## config.mk

```make
export PLATFORM = sky130hd
export DESIGN_NAME = led_blinker_multi
export DESIGN_NICKNAME = d
export VERILOG_FILES = /design/src/rtl/led_pkg.sv /design/src/rtl/led_channel.sv /design/src/rtl/led_blinker_multi.sv
export SDC_FILE = /design/constraint.sdc
export NUM_CORES = 1
export LEC_CHECK = 0
export BUFFER_PORTS_ARGS = -buffer_cell sky130_fd_sc_hd__buf_2
export CAP_MARGIN = 25
export CORE_MARGIN = 2
export CORE_UTILIZATION = 55
export CTS_BUF_LIST = sky130_fd_sc_hd__clkbuf_8
export DETAILED_ROUTE_END_ITERATION = 10
export GPL_TIMING_DRIVEN = 0
export PLACE_DENSITY = 0.81
export SETUP_SLACK_MARGIN = 0.05
export SLEW_MARGIN = 25
export SYNTH_ARGS = -nofsm -noshare
export SYNTH_HDL_FRONTEND = slang
export SYNTH_SLANG_ARGS = --single-unit
```

## constraint.sdc

```tcl
create_clock -name clk -period 5.35 [get_ports clk]
set_input_delay 1.07 -clock clk [delete_from_list [all_inputs] [get_ports clk]]
set_output_delay 1.07 -clock clk [all_outputs]
set_load 0.02 [all_outputs]
```

## src/rtl/led_pkg.sv

```systemverilog
// led_pkg: shared LED channel mode type and constants
package led_pkg;
  typedef enum logic [1:0] {
    LED_OFF     = 2'd0,
    LED_ON      = 2'd1,
    LED_BLINK   = 2'd2,
    LED_ONESHOT = 2'd3
  } led_mode_t;
endpackage

```

## src/rtl/led_channel.sv

```systemverilog
// led_channel: state for one LED channel (mode, period, counter, led, busy)
module led_channel
  import led_pkg::*;
#(
  parameter int CTR_W = 24,
  parameter int unsigned DEFAULT_PERIOD = 500000
) (
  input  logic             clk,
  input  logic             rst_n,
  input  logic             wr,
  input  led_mode_t        mode_in,
  input  logic [CTR_W-1:0] period_in,
  input  logic             sync,
  output logic             led,
  output logic             busy
);
  led_mode_t        mode;
  logic [CTR_W-1:0] period;
  logic [CTR_W-1:0] ctr;
  logic             tc;

  assign tc = ctr == period;

  // write beats terminal count and sync; otherwise the current mode advances
  always_ff @(posedge clk or negedge rst_n) begin
    if (!rst_n) begin
      mode   <= LED_BLINK;
      period <= CTR_W'(DEFAULT_PERIOD);
      ctr    <= '0;
      led    <= 1'b0;
      busy   <= 1'b0;
    end else if (wr) begin
      mode   <= mode_in;
      period <= period_in;
      ctr    <= '0;
      led    <= mode_in == LED_ON || mode_in == LED_ONESHOT;
      busy   <= mode_in == LED_ONESHOT;
    end else if (mode == LED_BLINK) begin
      ctr  <= sync || tc ? '0 : ctr + CTR_W'(1);
      led  <= sync ? 1'b0 : tc ? ~led : led;
      busy <= 1'b0;
    end else if (mode == LED_ONESHOT) begin
      ctr  <= tc ? '0 : ctr + CTR_W'(1);
      led  <= !tc;
      busy <= !tc;
      mode <= tc ? LED_OFF : LED_ONESHOT;
    end else begin
      ctr  <= '0;
      led  <= mode == LED_ON;
      busy <= 1'b0;
    end
  end
endmodule

```

## src/rtl/led_blinker_multi.sv

```systemverilog
// led_blinker_multi: multi-channel LED driver with config write decode and range error flag
module led_blinker_multi
  import led_pkg::*;
#(
  parameter int CHANNELS = 4,
  parameter int CTR_W = 24,
  parameter int unsigned DEFAULT_PERIOD = 500000,
  localparam int CH_W = CHANNELS > 1 ? $clog2(CHANNELS) : 1
) (
  input  logic                clk,
  input  logic                rst_n,
  input  logic                cfg_we,
  input  logic [CH_W-1:0]     cfg_ch,
  input  logic [1:0]          cfg_mode,
  input  logic [CTR_W-1:0]    cfg_period,
  input  logic                sync,
  output logic                cfg_err,
  output logic [CHANNELS-1:0] busy,
  output logic [CHANNELS-1:0] led
);
  logic bad_ch;

  assign bad_ch = int'(cfg_ch) >= CHANNELS;

  // flag a write aimed past the last channel for exactly one cycle
  always_ff @(posedge clk or negedge rst_n) begin
    if (!rst_n) cfg_err <= 1'b0;
    else cfg_err <= cfg_we && bad_ch;
  end

  for (genvar i = 0; i < CHANNELS; i++) begin : g_ch
    logic wr;
    assign wr = cfg_we && int'(cfg_ch) == i;
    led_channel #(.CTR_W(CTR_W), .DEFAULT_PERIOD(DEFAULT_PERIOD)) u_ch (
      .clk      (clk),
      .rst_n    (rst_n),
      .wr       (wr),
      .mode_in  (led_mode_t'(cfg_mode)),
      .period_in(cfg_period),
      .sync     (sync),
      .led      (led[i]),
      .busy     (busy[i])
    );
  end
endmodule

```

After elaboration in Yosys (flattened, before gate mapping)
Index checks and enable logic that the tools add are counted.

operators by class
  add/sub/neg operators = 4
  muxes and demuxes = 68
  bitwise gates (word level) = 4
  reductions and logical operators = 22
  eq/ne operators = 29

operator list
  cell                     number
  $mux W24                 20
  $add A24 B1 Y24 const B  4
  $eq A24 B24 Y1           4
  $mux W1                  32
  $mux W2                  16
  $eq A2 B2 Y1 const B     11
  $ne A4 B2 Y1 const B     4
  $eq A2 B1 Y1 const B     6
  $ne A2 B1 Y1 const B     4
  $reduce_and A2 Y1        4
  $reduce_bool A2 Y1       4
  $logic_or A1 B1 Y1       5
  $logic_and A1 B1 Y1      4
  $logic_not A1 Y1         4
  $not A1 Y1               4
  $logic_not A2 Y1         1

storage, ports and cells
  bits of input ports = 32
  word-level logic and storage cells = 147
  register bits = 208
  output and inout bits = 9

Depth between registers and ports, before layout
Gate-level depths: netlist of run 1.

  word-level depth = 5
  depth in mapped cells = 7
  mapped depth without buffers = 6

Cells and area by module
From an unflattened synthesis of run 1, not the netlist that was laid out.

second synthesis, totals
  cells, all modules = 854
  area total of the unflattened synthesis = 9,945.8 um^2

by module, submodules not included
  module                          cells an instance  sequential area each (um^2)  area each (um^2)  times used
  led_channel (g_ch[1].u_ch ...)  212                1,311.3                      2,479.9           2
  led_channel (g_ch[0].u_ch ...)  212                1,311.3                      2,468.6           2
  led_blinker_multi               6                  0.0                          48.8              1

Worst setup path after synthesis of run 1
OpenSTA, ideal clock, no wires.

  path kind = input to register
  from = in cfg_ch[1]
  to = reg g_ch[0].u_ch.period[10]
  stages = 6
  setup slack = 3.055 ns
  setup time = 0.117 ns
  arrival time = 2.178 ns
  path through = clkbuf_1 > or3b_2 > clkbuf_1 > clkbuf_1 > nand2_1 > nand2_1

on the way
  cells in the longest elaborated chain, start to end = 2

ends and longest elaborated chain
  what                  RTL line                 text
  start, declared       led_blinker_multi.sv:13  input logic [CH_W-1:0] cfg_ch,
  $logic_not A2 Y1      led_blinker_multi.sv:33  assign wr = cfg_we && int'(cfg_ch) == i;
  $logic_and A1 B1 Y1   led_blinker_multi.sv:33
  end signal, assigned  led_channel.sv:28        period <= CTR_W'(DEFAULT_PERIOD);
  end signal, assigned  led_channel.sv:34        period <= period_in;
  end, declared         led_channel.sv:18        logic [CTR_W-1:0] period;

Every way passes these cells.
A chain may end at the register's enable or synchronous reset.

Worst setup path in the final report of run 1
  from = reg g_ch[3].u_ch.led
  to = out led[3]

RTL lines
  what                    RTL line                 text
  start, declared         led_channel.sv:14        output logic led,
  start signal, assigned  led_channel.sv:40        led <= sync ? 1'b0 : tc ? ~led : led;
  start signal, assigned  led_channel.sv:44        led <= !tc;
  end, declared           led_blinker_multi.sv:19  output logic [CHANNELS-1:0] led

No word-level cell between the ends.

==> metrics.md, run 1 <==
| Metric | Value |
|---|---|
| Status | complete, no violations |
| Sw power | 1.074 mW |
| First-pass GRT wire length | 40480 µm |
| Core area | 0.01858 mm² |
| Unique masters post-synth | 53 |
| Max Root-Sink Buffers | 3 |
| HPWL Detailed | 17320 µm |
| Net Count, Synth | about 1100 |
| Num ports | 41 |
| Antenna violations before repair | 1 |
| RD Place Congestion | 0.8875 |
| Sink Count | 208 |
| Synth warn | 0 |
| Worst-margin pin slew | 0.6642 ns |
| CTS clock-pin slew for the worst setup and hold paths | 0.06 ns |
| Syn Std Cell Area | 0.01031 mm² |
| I/O Buffers | 38 |
| Max Clock Freq | ~0.43 GHz |
| Number of max-cap violations | 0 |
| Worst slack, placed | 2.795 ns |
| RSZ-0062 raised after global routing | false |
| R2R Setup Slk | between 3 and 4 ns |
| Startpoint Class | register |
| Layout Skew | 0.01920 ns |
| Cell total after placement | around 1300 |
| Layout area overhead | 12.45% |
| Drt pass-1 iters | 6 |
| Post-layout minimum cycle time | 2.319 ns |
| Die area | 0.01986 mm² |
| H-tree depth | 2 |
| Switching part of the total | around 28% |
| Clock latency on the worst-skew pair | ~0.54 ns |
| EDFF count, synth | 0 |
| Post-synthesis cell count | 1058 |
| Register area share after synthesis | around half |
| Setup WS post-layout | a little over 3 ns |
| Layout cells sized above 1 | 16.55% |
| Hold path start | g_ch[0].u_ch.period[8] |
| CTS tree | done |
| Fillers | between 1000 and 1500 |
| Cell Int Power | 2.809 mW |
| Post-DRT Antenna Nets | 0 |
| Nets | between 1000 and 1500 |
| Leak | 5.508 nW |
| Ys async rst share | 100.0% |
| Rows | 50 |
| Total CTS buffers | 36 |
| CP Cell Sequence | buf_4, buf_2 |
| Vias/cell | 5.645 |
| Post CTS Setup Buffer Count | 0 |
| Worst path max stage delay | 0.42 ns |
| Power per cell area | 334.8 mW/mm² |
| Hold WS | 0.4655 ns |
| Max rail drop VDD | 0.0002393 V |
| Hold Vio Cnt, Final | 0 |
| Logic gate share of total power | a little over an eighth |
| Routed Wire Length | 24720 µm |
| Worst Path Max Fanout | 3 |
| CP arrival | 1.25 ns |
| GRT Util Overall | 25.86% |
| Worst path slowest cell | dfrtp_1 |
| Pin count of the biggest net entering global routing | 82 |
| FF+latch count, synth | 208 |
| Clock share of power | 38.3% |
| Chip height | 140.9 µm |
| DRT iter0 DRCs | 557 |
| Worst path required time | 4.28 ns |
| Post-Layout Cell Count | about 1400 |
| Power Total | between 3 and 4 mW |
| Critical path class | reg -> out |
| Initial Util | between 50 and 60% |
| Worst Hold Class | reg -> reg |
| Finish-stage setup viols | 0 |
| Clk root buf | clkbuf_8 |
| Fin. max-slew vios | 0 |
| Sequential power share | 48.5% |
| Post-Syn Area per Cell | 9.748 µm² |
| Rel. slew slack | 55.35% |
| Crit path max-delay family | flip-flops |
| DR vias | between 7000 and 8000 |
| Worst Setup End Kind | output port |
| Wirelength per Cell | 17.72 µm |
| Grt ovf | 0 |
| Cts hold-fix bufs | 0 |
| Critical R2R Launch | g_ch[0].u_ch.ctr[16] |
| Main synth FF type | dfrtp_1 |
| Worst setup path start | g_ch[3].u_ch.led |
| Residual DRC count | 0 |
| Vias in the first global route | 7986 |
| CTS resizes | 0 |
| Period Utilization, post-route | a little over two fifths |
| Chip width | 140.9 µm |
| Buf+Inv Stages, Crit Path | 2 |
==> worst register-to-register path: stages, from the launching register on <==
cell and delay (ns):
dfrtp_1 0.46, xor2_1 0.21, nor4_1 0.40, nand4_1 0.24, o21ai_2 0.42, buf_6 0.21, nor2_1 0.06
==> per-layer routing <==
metal / track usage, % / vias to the layer above / share of wire, %
li1: - / 3655 / -
met3: 6.895 / 65 / 8.3
met1: 35.02 / 3883 / 43
met5: 0 / - / 0
met2: 40.36 / 272 / 46
met4: 9.632 / 0 / 3.2
==> metrics by stage <==
step           instance area [µm²]  util, %  TNS [ns]
4_1_cts                      11590    62.40         0
6_report                     11600    62.42         0
5_1_grt                      11590    62.40         0
3_5_place_dp                 10860    58.46         0
2_1_floorplan                10310        -         0
3_3_place_gp                 10800    58.11    -34.46
==> synth_stat cells, types with 3 or more instances <==
master    count  area (µm²)
a21oi_1       3       15.01
a31o_2        3       26.28
a31oi_1       7       43.79
and2_1        5       31.28
and3_1       23       143.9
and4_1       21       183.9
buf_1         3       11.26
buf_2         4       20.02
buf_4        14       105.1
buf_6         5       56.30
clkbuf_1     21       78.83
dfrtp_1     176        4404
dfstp_2      32       840.8
ha_1          4       50.05
inv_1        11       41.29
mux2_2       25       281.5
nand2_1     249       934.7
nand2b_1      3       18.77
nand3_1      37       185.2
nand4_1      33       206.5
nor2_1      121       454.2
nor2b_1       3       18.77
nor3_1        8       40.04
nor4_1       20       125.1
nor4_2        3       37.54
o211ai_1      3       22.52
o21ai_0       6       30.03
o22ai_1       3       18.77
xnor2_1      66       578.1
xor2_1      117        1025
==> final timing paths <==
kind,end,cells past startpoint
max,led[3],2
min,g_ch[0].u_ch.period[8],2
max reg2reg,g_ch[0].u_ch.ctr[6],6
min reg2reg,g_ch[0].u_ch.period[8],2
max in group asynchronous,g_ch[0].u_ch.period[5],3
min in group asynchronous,g_ch[1].u_ch.ctr[18],1
==> power groups by stage <==
stage / clock network (mW) / registers (mW) / logic (mW)
after floorplan: 0 / 1.87 / 0.351
after global placement: 0 / 1.90 / 0.484
after detailed placement: 0 / 1.90 / 0.509
after CTS: 1.50 / 1.88 / 0.515
after global routing: 1.58 / 1.90 / 0.575
final: 1.49 / 1.88 / 0.515
==> registers in the layout (all words and copies together), names as in the netlist <==
signal and count:
g_ch.u_ch.led 4, g_ch.u_ch.ctr 96, g_ch.u_ch.busy 4, g_ch.u_ch.mode 8
g_ch.u_ch.period 96
==> layout make-up <==
cell class	count	area (µm²)	share of cell area, %
antenna	1	2.502	0.02158
buffer	49	281.5	2.427
clock buffer	44	605.6	5.222
clock inverter	18	127.6	1.100
inverter	11	41.29	0.3560
multi-input combinational	790	4746	40.92
sequential	208	5245	45.23
tap	234	292.8	2.525
timing repair buffer	40	255.2	2.201
==> cell usage in the layout (no fill, tap or decap), drive strengths merged, types with 2 or more instances in the layout <==
cell / synthesis / routed
nor3b: 2 / 2
and4: 21 / 21
o22ai: 3 / 3
bufinv: 0 / 2
xor2: 117 / 117
nand3: 38 / 38
nand3b: 2 / 2
dfrtp: 176 / 176
dfstp: 32 / 32
inv: 11 / 21
a21oi: 3 / 3
nand4: 35 / 35
and3: 23 / 23
clkinv: 0 / 6
buf: 26 / 66
nand2: 249 / 249
nor2: 121 / 121
a31oi: 7 / 7
nor4: 24 / 24
nand2b: 3 / 3
xnor2: 66 / 66
and2: 5 / 5
clkbuf: 23 / 67
a21o: 3 / 3
mux2: 25 / 25
o21ai: 8 / 8
nor3: 9 / 9
ha: 4 / 4
nor2b: 3 / 3
o211ai: 4 / 4
a31o: 3 / 3
==> cell families after synthesis <==
kind of cell    count (synthesis)  share of synthesized area [%]
compound gates                 38                          2.718
xor+xnor                      183                          15.54
simple gates                  539                          24.51
mux                            25                          2.730
buf+inv                        60                          3.130
fa+ha+maj                       4                         0.4853
flops                         208                          50.86
other cells                     1                        0.03636
(Power assumes the default switching activity.)
==> inputs of run 2 (changes only) <==
--- a/config.mk
+++ b/config.mk
@@ -5,6 +5,7 @@
 export SDC_FILE = /design/constraint.sdc
 export NUM_CORES = 1
 export LEC_CHECK = 0
+export ABC_AREA = 1
 export BUFFER_PORTS_ARGS = -buffer_cell sky130_fd_sc_hd__buf_2
 export CAP_MARGIN = 25
 export CORE_MARGIN = 2
@@ -12,7 +13,7 @@
 export CTS_BUF_LIST = sky130_fd_sc_hd__clkbuf_8
 export DETAILED_ROUTE_END_ITERATION = 10
 export GPL_TIMING_DRIVEN = 0
-export PLACE_DENSITY = 0.81
+export PLACE_DENSITY = 0.84
 export SETUP_SLACK_MARGIN = 0.05
 export SLEW_MARGIN = 25
 export SYNTH_ARGS = -nofsm -noshare
==> constraint.sdc (replaced) <==
create_clock -name clk -period 2.1 [get_ports clk]
set_input_delay 0.42 -clock clk [delete_from_list [all_inputs] [get_ports clk]]
set_output_delay 0.42 -clock clk [all_outputs]
set_load 0.02 [all_outputs]
==> run 2 against run 1 <==
  * First-iteration DRC count is 44% higher
  * Clock power grew to 2.5 times the previous value
  * Flip-flop and latch count stayed put
  * Area after synthesis is 11% higher
  * Via count is 29% higher
  * Wire length is 20% higher
  * Final cell count is 37% higher
  * Synthesized cell count is 45% higher
  * Non-clock buffer count is 6 lower
  * Sequential share of layout area is 4.2 points lower
  * Highest routed layer unchanged
==> metrics.md, run 2 <==
| Metric | Value |
|---|---|
| Status | complete, no violations |
| Period Utilization, post-route | 90.53% |
| Initial Util | 56.21% (+0.70 points) |
| Most used routing layer | met2 |
| Clock latency on the worst-skew pair | 0.53 ns (about the same) |
| M3 GR Usage | 3.765% (-3.1 points) |
| Worst-margin pin slew | 0.8129 ns (+0.1487 ns) |
| Post-synthesis cell count | 1534 (+45%) |
| Count leader, synth | nand2_1 |
| Nets | 1652 (+41%) |
| Syn Std Cell Area | 0.01141 mm² (+11%) |
| Rel. slew slack | 45.39% (-10 points) |
| Vias in the first global route | 9916 (+24%) |
| Sw power | 3.297 mW (+210%) |
| CTS clock-pin slew for the worst setup and hold paths | 0.07 ns (about the same) |
| Chip height | 148.0 µm (+5.0%) |
| H-tree depth | 2 (unchanged) |
| CP arrival | 2.32 ns (+1.07 ns) |
| Post-layout minimum cycle time | 1.901 ns |
| Fin. max-slew vios | 0 (unchanged) |
| Worst path required time | 2.51 ns (-1.77 ns) |
| Finish-stage setup viols | 0 (unchanged) |
| Worst Path Max Fanout | 4 (+1) |
| Residual DRC count | 0 (unchanged) |
| R2R depth | 10 (+4) |
| DR vias | 10183 (+29%) |
| Post-Syn Area per Cell | 7.439 µm² (-24%) |
| Chip width | 148.0 µm (+5.0%) |
| Max Root-Sink Buffers | 3 (unchanged) |
| Total CTS buffers | 36 (unchanged) |
| Hold path depth | 3 (+1) |
| Switching part of the total | 31.00% (+3.3 points) |
| GR Layer Usage met1 | 36.57% (+1.6 points) |
| Max Clock Freq | roughly 0.53 GHz |
| Sink Count | 208 (unchanged) |
| HPWL Detailed | 21160 µm (+22%) |
| Main synth FF type | dfrtp_1 |
| Sequential power share | 45.8% (-2.7 points) |
| RD Place Congestion | 0.8973 (+1.1%) |
| Num ports | 41 (unchanged) |
| Biggest area consumer among synthesized cells | dfrtp_1 |
| Layout area overhead | 12.12% |
| Layout cells sized above 1 | 14.86% (-1.7 points) |
| DRT iter0 DRCs | 802 (+44%) |
| Core area | 0.02030 mm² (+9.3%) |
| Biggest regs | g_ch.u_ch.ctr (96), g_ch.u_ch.period (96), g_ch.u_ch.mode (8) |
| Startpoint Class | register |
| Power per cell area | 831.3 mW/mm² (+150%) |
| Wirelength per Cell | 15.46 µm (-13%) |
| EDFF count, synth | 0 (unchanged) |
| Synth warn | 0 (unchanged) |
| Ys async rst share | 100.0% (unchanged) |
| Most common cell after layout, fill and taps aside | nand2_1 |
| Layout Skew | 0.02448 ns (+0.005281 ns) |
| Worst Setup End Kind | register |
| Number of max-cap violations | 0 (unchanged) |
| Grt ovf | 0 (unchanged) |
| Hold Vio Cnt, Final | 0 (unchanged) |
| Synth area leaders | dfrtp_1, nand2_1, dfstp_2, inv_1, nor2_1 |
| Clock share of power | 35.6% (-2.7 points) |
| Cell Int Power | 7.339 mW (+160%) |
| CTS tree | done |
| Leak | 6.111 nW (+11%) |
| Post-synth top cells | nand2_1, inv_1, nor2_1, dfrtp_1, o21ai_0 |
| Die area | 0.02192 mm² (+10%) |
| Yosys top cell area share | 38.60% (-4.1 points) |
| Logic gate share of total power | 18.7% (+5.4 points) |
| Vias/cell | 5.326 (-5.7%) |
| Max rail drop VDD | 0.0003996 V (+67%) |
| Pin count of the biggest net entering global routing | 92 (+12%) |
| Antenna violations before repair | 0 (-1) |
| GRT Util Overall | 27.99% (+2.1 points) |
| Clk root buf | clkbuf_8 |
| Unique masters post-synth | 40 (-25%) |
| Grt met2 use | 45.35% (+5.0 points) |
| FF+latch count, synth | 208 (unchanged) |
| Register area share after synthesis | 45.96% (-4.9 points) |
| Layout Utilization | 63.02% (+0.61 points) |
| Worst Hold Class | in -> reg |
| Net Count, Synth | 1570 (+44%) |
| Drt pass-1 iters | 5 (-1) |
| Commonest cells after routing, fill and taps aside | nand2_1, inv_1, dfrtp_1 |
| Rows | 52 (+4.0%) |
| I/O Buffers | 39 (+2.6%) |
| Power Total | 10.64 mW (+170%) |
| Antenna cells | 0 (-1) |
| Critical path class | reg -> reg |
| First-pass GRT wire length | 48840 µm (+21%) |
| Routed Wire Length | 29570 µm (+20%) |
| Post-DRT Antenna Nets | 0 (unchanged) |
| RSZ-0062 raised after global routing | false |
==> run 2: cell types whose count changed after synthesis, moves of 18 or more <==
| cell | previous run | this run |
|---|---|---|
| inv_1 | 11 | 193 |
| nor3_1 | 8 | 63 |
| nand4_1 | 33 | 15 |
| and4_1 | 21 | 0 |
| nand2_1 | 249 | 486 |
| nor2_2 | 0 | 21 |
| xor2_1 | 117 | 55 |
| xnor2_1 | 66 | 0 |
| and3_1 | 23 | 0 |
| nor2_1 | 121 | 177 |
| o21ai_0 | 6 | 127 |
| mux2_2 | 25 | 0 |
==> run 2: logic make-up after synthesis <==
group / after synthesis / synth area share [%]
and+or+nand+nor: 845 / 32.36
buffers and inverters: 253 / 8.991
DFF: 208 / 45.96
AOI/OAI and AO/OA: 168 / 7.994
xor gates and xnor gates: 55 / 4.221
adders and majority gates: 4 / 0.4386
other: 1 / 0.03286
==> run 2: power by group through the flow <==
| stage | clock network, mW | logic, mW | registers, mW |
|---|---|---|---|
| 6_report | 3.78 | 1.98 | 4.87 |
| 5_1_grt | 3.99 | 2.24 | 4.92 |
| 4_1_cts | 3.81 | 1.96 | 4.86 |
| 3_5_place_dp | 0 | 1.94 | 4.91 |
| 3_3_place_gp | 0 | 1.85 | 4.90 |
| 2_1_floorplan | 0 | 1.38 | 4.83 |
==> run 2: worst paths after layout <==
kind	endpoint	slack, ns	from
max reg2reg	g_ch[0].u_ch.ctr[16]	0.20	g_ch[0].u_ch.ctr[0]
min in group asynchronous	g_ch[3].u_ch.ctr[5]	0.34	rst_n
min reg2reg	g_ch[0].u_ch.period[17]	0.48	g_ch[0].u_ch.period[17]
max	g_ch[0].u_ch.ctr[16]	0.20	g_ch[0].u_ch.ctr[0]
min	g_ch[3].u_ch.period[1]	0.12	cfg_period[1]
max in group asynchronous	g_ch[0].u_ch.period[15]	1.00	rst_n
==> run 2: what timing repair did <==
action                     CTS  global route
resized for setup            0             9
hold endpoints to repair    28             0
setup endpoints to repair    0             8
hold buffers                 1             0
buffers inserted             0             2
==> run 2: through the flow <==
| stage | hold WS (ns) | setup WS (ns) | setup TNS [ns] | std cells | cell area, µm² |
|---|---|---|---|---|---|
| floorplan | 0.1244 | 0.4894 | 0 | 1534 | 11410 |
| global placement | 0.4604 | -2.867 | -553.20 | 1843 | 11940 |
| detailed placement | 0.3017 | 0.1312 | 0 | 1845 | 12010 |
| CTS | 0.1095 | 0.1110 | 0 | 1910 | 12750 |
| global route | 0.1352 | 0.05870 | 0 | 1912 | 12790 |
| finish | 0.1173 | 0.1988 | 0 | 1912 | 12790 |
==> run 2: area by class of cell <==
cell class / instances / area (µm²)
buffer: 39 / 219.0
clock buffer: 46 / 633.1
clock inverter: 18 / 101.3
fill: 1701 / 7506
inverter: 214 / 807.0
multi-input combinational: 1073 / 5165
sequential: 208 / 5245
tap: 270 / 337.8
timing repair buffer: 44 / 285.3
==> run 2: worst max-delay path, stage by stage (launching register included) <==
cell	delay, ns
dfrtp_1	0.40
ha_1	0.22
nand2_1	0.14
nor2_4	0.15
nand3_2	0.10
nor3_2	0.17
nand2_1	0.14
nor2_2	0.14
nand2_1	0.10
o21ai_0	0.16
nor2_1	0.07
==> run 2: layer usage <==
| layer | wire [µm] | up-vias |
|---|---|---|
| li1 | - | 4933 |
| met1 | 11940 | 4776 |
| met2 | 13640 | 381 |
| met3 | 2219 | 93 |
| met4 | 1767 | 0 |
| met5 | 0 | - |
